$ cat config.mk
export PLATFORM = sky130hd
export DESIGN_NAME = pixel_addr_gen
export DESIGN_NICKNAME = d
export VERILOG_FILES = /design/src/rtl/pixel_addr_gen.sv
export SDC_FILE = /design/constraint.sdc
export NUM_CORES = 2
export LEC_CHECK = 0
export CORE_ASPECT_RATIO = 1.5
export CORE_MARGIN = 3
export CORE_UTILIZATION = 58
export DETAILED_ROUTE_END_ITERATION = 12
export HOLD_SLACK_MARGIN = 0.02
export PLACE_DENSITY_LB_ADDON = 0.08
export SKIP_CTS_REPAIR_TIMING = 1
export SLEW_MARGIN = 30
export SYNTH_ARGS = -nofsm -noshare
export SYNTH_HDL_FRONTEND = slang
export SYNTH_SLANG_ARGS = --single-unit
$ cat constraint.sdc
create_clock -name clk -period 9.6 [get_ports clk]
set_input_delay 0.96 -clock clk [delete_from_list [all_inputs] [get_ports clk]]
set_output_delay 0.96 -clock clk [all_outputs]
set_load 0.02 [all_outputs]
$ cat src/rtl/pixel_addr_gen.sv
// Streams RAM word address + sub-word lane beats for a sprite pixel run or a text character run.
// Optional sprite bounds rejection is built when PIXEL_ADDR_GEN_BOUNDS_CHECK_EN is defined.
module pixel_addr_gen #(
    parameter int ADDR_W     = 26,
    parameter int WORD_BITS  = 16,
    parameter int PIXEL_BITS = 16,
    parameter int CHAR_BITS  = 8,
    parameter int DIM_W      = 16,
    parameter int LANE_W     = 2
) (
    input  logic              clk,
    input  logic              reset,
    input  logic              cmd_valid,
    output logic              cmd_ready,
    input  logic              cmd_is_sprite,
    input  logic [ADDR_W-1:0] cmd_base,
    input  logic [7:0]        cmd_frame,
    input  logic [DIM_W-1:0]  cmd_height,
    input  logic [DIM_W-1:0]  cmd_width,
    input  logic [DIM_W-1:0]  cmd_x,
    input  logic [DIM_W-1:0]  cmd_y,
    input  logic [DIM_W-1:0]  cmd_index,
    input  logic [DIM_W-1:0]  cmd_len,
    output logic              out_valid,
    input  logic              out_ready,
    output logic [ADDR_W-1:0] out_addr,
    output logic [LANE_W-1:0] out_lane,
    output logic              out_last,
    output logic              err
);
    localparam int PPW     = WORD_BITS / PIXEL_BITS;
    localparam int CPW     = WORD_BITS / CHAR_BITS;
    localparam int PPW_LOG = $clog2(PPW);
    localparam int CPW_LOG = $clog2(CPW);
    localparam int EXTRA   = (PPW_LOG > CPW_LOG) ? PPW_LOG : CPW_LOG;
    // Element index is wide enough that the shifted word offset covers all ADDR_W bits.
    localparam int E_W     = ADDR_W + EXTRA;

    typedef enum logic [1:0] {IDLE, MUL_A, MUL_B, STREAM} state_t;
    state_t state, state_next;

    // Handshakes: a transfer happens on a rising edge where valid && ready;
    // out_addr/out_lane/out_last stay stable while out_valid && !out_ready.
    logic              accept, reject, beat;
    logic              is_sprite_q;
    logic [ADDR_W-1:0] base_q;
    logic [7:0]        frame_q;
    logic [DIM_W-1:0]  height_q, width_q, x_q, y_q, rem_q;
    logic [23:0]       p_q;
    logic [E_W-1:0]    e_q;

    assign cmd_ready = (state == IDLE) && !reset;
    assign accept    = cmd_valid && cmd_ready;
    assign out_valid = (state == STREAM);
    assign beat      = out_valid && out_ready;
    assign out_last  = out_valid && (rem_q == DIM_W'(1));

`ifdef PIXEL_ADDR_GEN_BOUNDS_CHECK_EN
    logic [DIM_W:0] x_end;
    logic           err_q;
    assign x_end  = {1'b0, cmd_x} + {1'b0, cmd_len};
    assign reject = accept && cmd_is_sprite &&
                    ((cmd_y >= cmd_height) || (x_end > {1'b0, cmd_width}) ||
                     (cmd_width == '0) || (cmd_height == '0));
    assign err    = err_q;

    always_ff @(posedge clk) begin
        if (reset) err_q <= 1'b0;
        else       err_q <= reject;
    end
`else
    assign reject = 1'b0;
    assign err    = 1'b0;
`endif

    always_comb begin
        state_next = state;
        case (state)
            IDLE: begin
                if (accept && !reject && (cmd_len != '0))
                    state_next = cmd_is_sprite ? MUL_A : STREAM;
            end
            MUL_A:  state_next = MUL_B;
            MUL_B:  state_next = STREAM;
            STREAM: begin
                if (beat && (rem_q == DIM_W'(1))) state_next = IDLE;
            end
            default: state_next = IDLE;
        endcase
    end

    always_ff @(posedge clk) begin
        if (reset) begin
            state       <= IDLE;
            is_sprite_q <= 1'b0;
            base_q      <= '0;
            frame_q     <= '0;
            height_q    <= '0;
            width_q     <= '0;
            x_q         <= '0;
            y_q         <= '0;
            rem_q       <= '0;
            p_q         <= '0;
            e_q         <= '0;
        end else begin
            state <= state_next;
            if (accept) begin
                is_sprite_q <= cmd_is_sprite;
                base_q      <= cmd_base;
                frame_q     <= cmd_frame;
                height_q    <= cmd_height;
                width_q     <= cmd_width;
                x_q         <= cmd_x;
                y_q         <= cmd_y;
                rem_q       <= cmd_len;
                e_q         <= E_W'(cmd_index);
            end
            case (state)
                MUL_A: p_q <= 24'(frame_q) * 24'(height_q);
                // Row start plus x; high bits beyond the address range simply wrap away.
                MUL_B: e_q <= E_W'(p_q) * E_W'(width_q) + E_W'(y_q) * E_W'(width_q) + E_W'(x_q);
                STREAM: begin
                    if (beat) begin
                        e_q   <= e_q + E_W'(1);
                        rem_q <= rem_q - DIM_W'(1);
                    end
                end
                default: ;
            endcase
        end
    end

    assign out_addr = is_sprite_q ? base_q + ADDR_W'(e_q >> PPW_LOG)
                                  : base_q + ADDR_W'(e_q >> CPW_LOG);
    assign out_lane = is_sprite_q ? LANE_W'(e_q & E_W'(PPW - 1))
                                  : LANE_W'(e_q & E_W'(CPW - 1));
endmodule

==> reports/qor.csv <==
metric;value;unit
htreeDepth;4;
fin_skew;0.01299;ns
cts_num_sinks;168;
end_kind;register;
path_class;register to register;
final_common_cell;inv_1;
design_area;32570;um2
preCtsSetupSlack;1.562;ns
first_iter_violations;1252;
fin_tns_setup;0;ns
antenna_found_initial;1;
initial_utilization;0.5885;
clk_pin_slew;0.07;ns
grt_pass1_vias;25380;
dp.cells;4131;
cts_tree;yes;
syn_to_final_growth;8.675;%
grt_overflow_total;0;
place_area;32020;um2
boundaryPins;167;
layout_common_cells;625 x inv_1, 563 x fa_1, 512 x nand2_1;
dieWidth;191.6;um
tightest_slew;1.048;ns
ir_drop;0.1661;mV
rsz0062_at_grt;no;
worstPathArrival;8.40;ns
fillers;4375;
viasPerCell;5.571;
design.die.area;54490;um2
dpl.hpwl;63.41;mm
seqCellArea;3377;um2
period_share;0.8429;
finalSetupViolations;0;
cp.required;9.91;ns
port_buffers;164;
grt_pass1_wl;130.1;mm
final.min_clock_period;8.091;ns
ys_ff_latch;168;
syn_inst;3442;
hold_path_class;register to register;
critPathMaxFanout;21;
slew_headroom;0.3004;
synth_edf_count;0;
wl_per_cell;19.06;um
placementRows;101;
synth.yosys.seq_area_share;0.1122;
routed_wl;79.33;mm
core;50930;um2
fmax;0.1236;GHz
powerDensity;136.0;nW/um2
die_h;284.4;um
cts-buffers-inserted;17;
drive_gt1_frac;0.03520;
cap_violations;0;
drc;0;
clock_latency;0.45;ns
grt_util_all_layers;0.3030;
fin_cells;4163;
p_leak;14.99;nW
synth_ff_type;dfxtp_1;
total_power;4.430;mW
clockBufferDepth;2;
antenna_left;0;
vias;23190;
synth_warnings;0;
drtPass1Iterations;7;
status;finished, final reports clean;
synthDistinctLibCells;76;
hold_violations;0;
syn_area;29970;um2
ys_async_sr_fraction;0;
cts_root_buffer;clkbuf_16;
cp-start-kind;register;
multi_input_area;23600;um2
syn_avg_cell_area;8.707;um2
gp_congestion;0.9389;
grt_max_degree;94;
maxSlewViolCount;0;
nets;4395;
antenna_cells;0;
setup_ws;1.509;ns
## worst max-delay path, stage by stage, from the launching register on
cell and delay [ns]:
dfxtp_1 0.92, buf_4 0.42, nand2_1 0.11, fa_1 0.50
fa_1 0.56, fa_1 0.44, fa_1 0.55, inv_1 0.05
fa_1 0.48, fa_1 0.51, fa_1 0.51, inv_1 0.05
fa_1 0.49, inv_1 0.05, ha_1 0.35, a21o_1 0.20
a21o_1 0.16, a21oi_1 0.17, o21ai_0 0.13, a2111oi_0 0.58
o21bai_1 0.21, xor2_1 0.18, a222oi_1 0.27, nor2_1 0.06
## cell families (layout without fill, tap and decap cells)
family	count (synthesis)	after routing	synth area share
other cells	1	2	0.0001251
simple gates	1168	1168	0.1926
flops	168	168	0.1122
mux	51	51	0.01799
xor+xnor	106	106	0.03098
fa+ha+maj	779	779	0.4662
buf+inv	800	851	0.1006
compound gates	369	369	0.07920
## metal layers
| layer | vias up | wire length, um | global-route usage |
|---|---|---|---|
| met1 | 11570 | 31000 | 0.3742 |
| li1 | 10590 | - | - |
| met2 | 796 | 40440 | 0.5308 |
| met4 | 2 | 3505 | 0.1263 |
| met3 | 230 | 4372 | 0.04084 |
| met5 | - | 13 | 0 |
## area by class of cell
type,instances,share of cell area
Tap cell,669,0.02570
Clock inverter,14,0.003496
Timing Repair Buffer,194,0.05724
Sequential cell,168,0.1037
Inverter,625,0.07203
Clock buffer,18,0.01318
Multi-Input combinational cell,2475,0.7247
## state kept, by name, indices dropped and copies added, names as in the netlist
register,flops
state,2
frame_q,8
x_q,16
p_q,24
height_q,16
width_q,16
y_q,16
base_q,26
is_sprite_q,1
e_q,27
rem_q,16
## cells in the mapped netlist, types with 3 or more instances
cell type | count | share of area
a2111oi_0 | 3 | 0.00088
a211oi_1 | 14 | 0.0035
a211oi_2 | 3 | 0.0013
a21o_1 | 24 | 0.0060
a21oi_1 | 71 | 0.012
a221oi_1 | 14 | 0.0041
a222oi_1 | 6 | 0.0020
a22oi_1 | 3 | 0.00075
a311oi_1 | 3 | 0.00088
a31oi_1 | 17 | 0.0035
and2_1 | 340 | 0.071
and3_1 | 13 | 0.0027
buf_1 | 8 | 0.0010
buf_2 | 4 | 0.00067
clkbuf_1 | 161 | 0.020
dfxtp_1 | 168 | 0.11
fa_1 | 563 | 0.38
ha_1 | 216 | 0.090
inv_1 | 625 | 0.078
mux2_2 | 23 | 0.0086
mux2i_1 | 28 | 0.0094
nand2_1 | 512 | 0.064
nand2b_1 | 98 | 0.020
nand3_1 | 26 | 0.0043
nand4_1 | 9 | 0.0019
nor2_1 | 104 | 0.013
nor2b_1 | 9 | 0.0019
nor3_1 | 24 | 0.0040
nor4_1 | 8 | 0.0017
o211ai_1 | 7 | 0.0018
o21a_1 | 7 | 0.0018
o21ai_0 | 124 | 0.021
o21ai_1 | 5 | 0.00083
o21ai_2 | 4 | 0.0012
o21bai_1 | 8 | 0.0020
o22ai_1 | 10 | 0.0021
o31ai_1 | 22 | 0.0055
or2_2 | 3 | 0.00063
or3_1 | 9 | 0.0019
xnor2_1 | 81 | 0.024
xor2_1 | 25 | 0.0073
## final timing paths
path / from / endpoint / slack [ns] / depth (start not counted)
worst max-delay path: width_q[1]$_SDFFE_PP0P_ / e_q[23]$_SDFF_PP0_ / 1.51 / 23
worst min register to register: base_q[18]$_SDFFE_PP0P_ / base_q[18]$_SDFFE_PP0P_ / 0.48 / 2
worst min-delay path: base_q[18]$_SDFFE_PP0P_ / base_q[18]$_SDFFE_PP0P_ / 0.48 / 2
worst max register to register: width_q[1]$_SDFFE_PP0P_ / e_q[23]$_SDFF_PP0_ / 1.51 / 23
## power by group
| group | leakage (nW) | internal, mW | switching [mW] |
|---|---|---|---|
| logic | 13.3 | 1.05 | 1.50 |
| registers | 1.38 | 0.835 | 0.382 |
| clock network | 0.260 | 0.336 | 0.326 |
## metrics by stage
stage	util	hold WS (ns)
floorplan	-	0.4535
global placement	0.6286	0.4645
detailed placement	0.6287	0.4716
CTS	0.6394	0.4866
global route	0.6395	0.5155
finish	0.6395	0.4848
(Power assumes the default switching activity.)
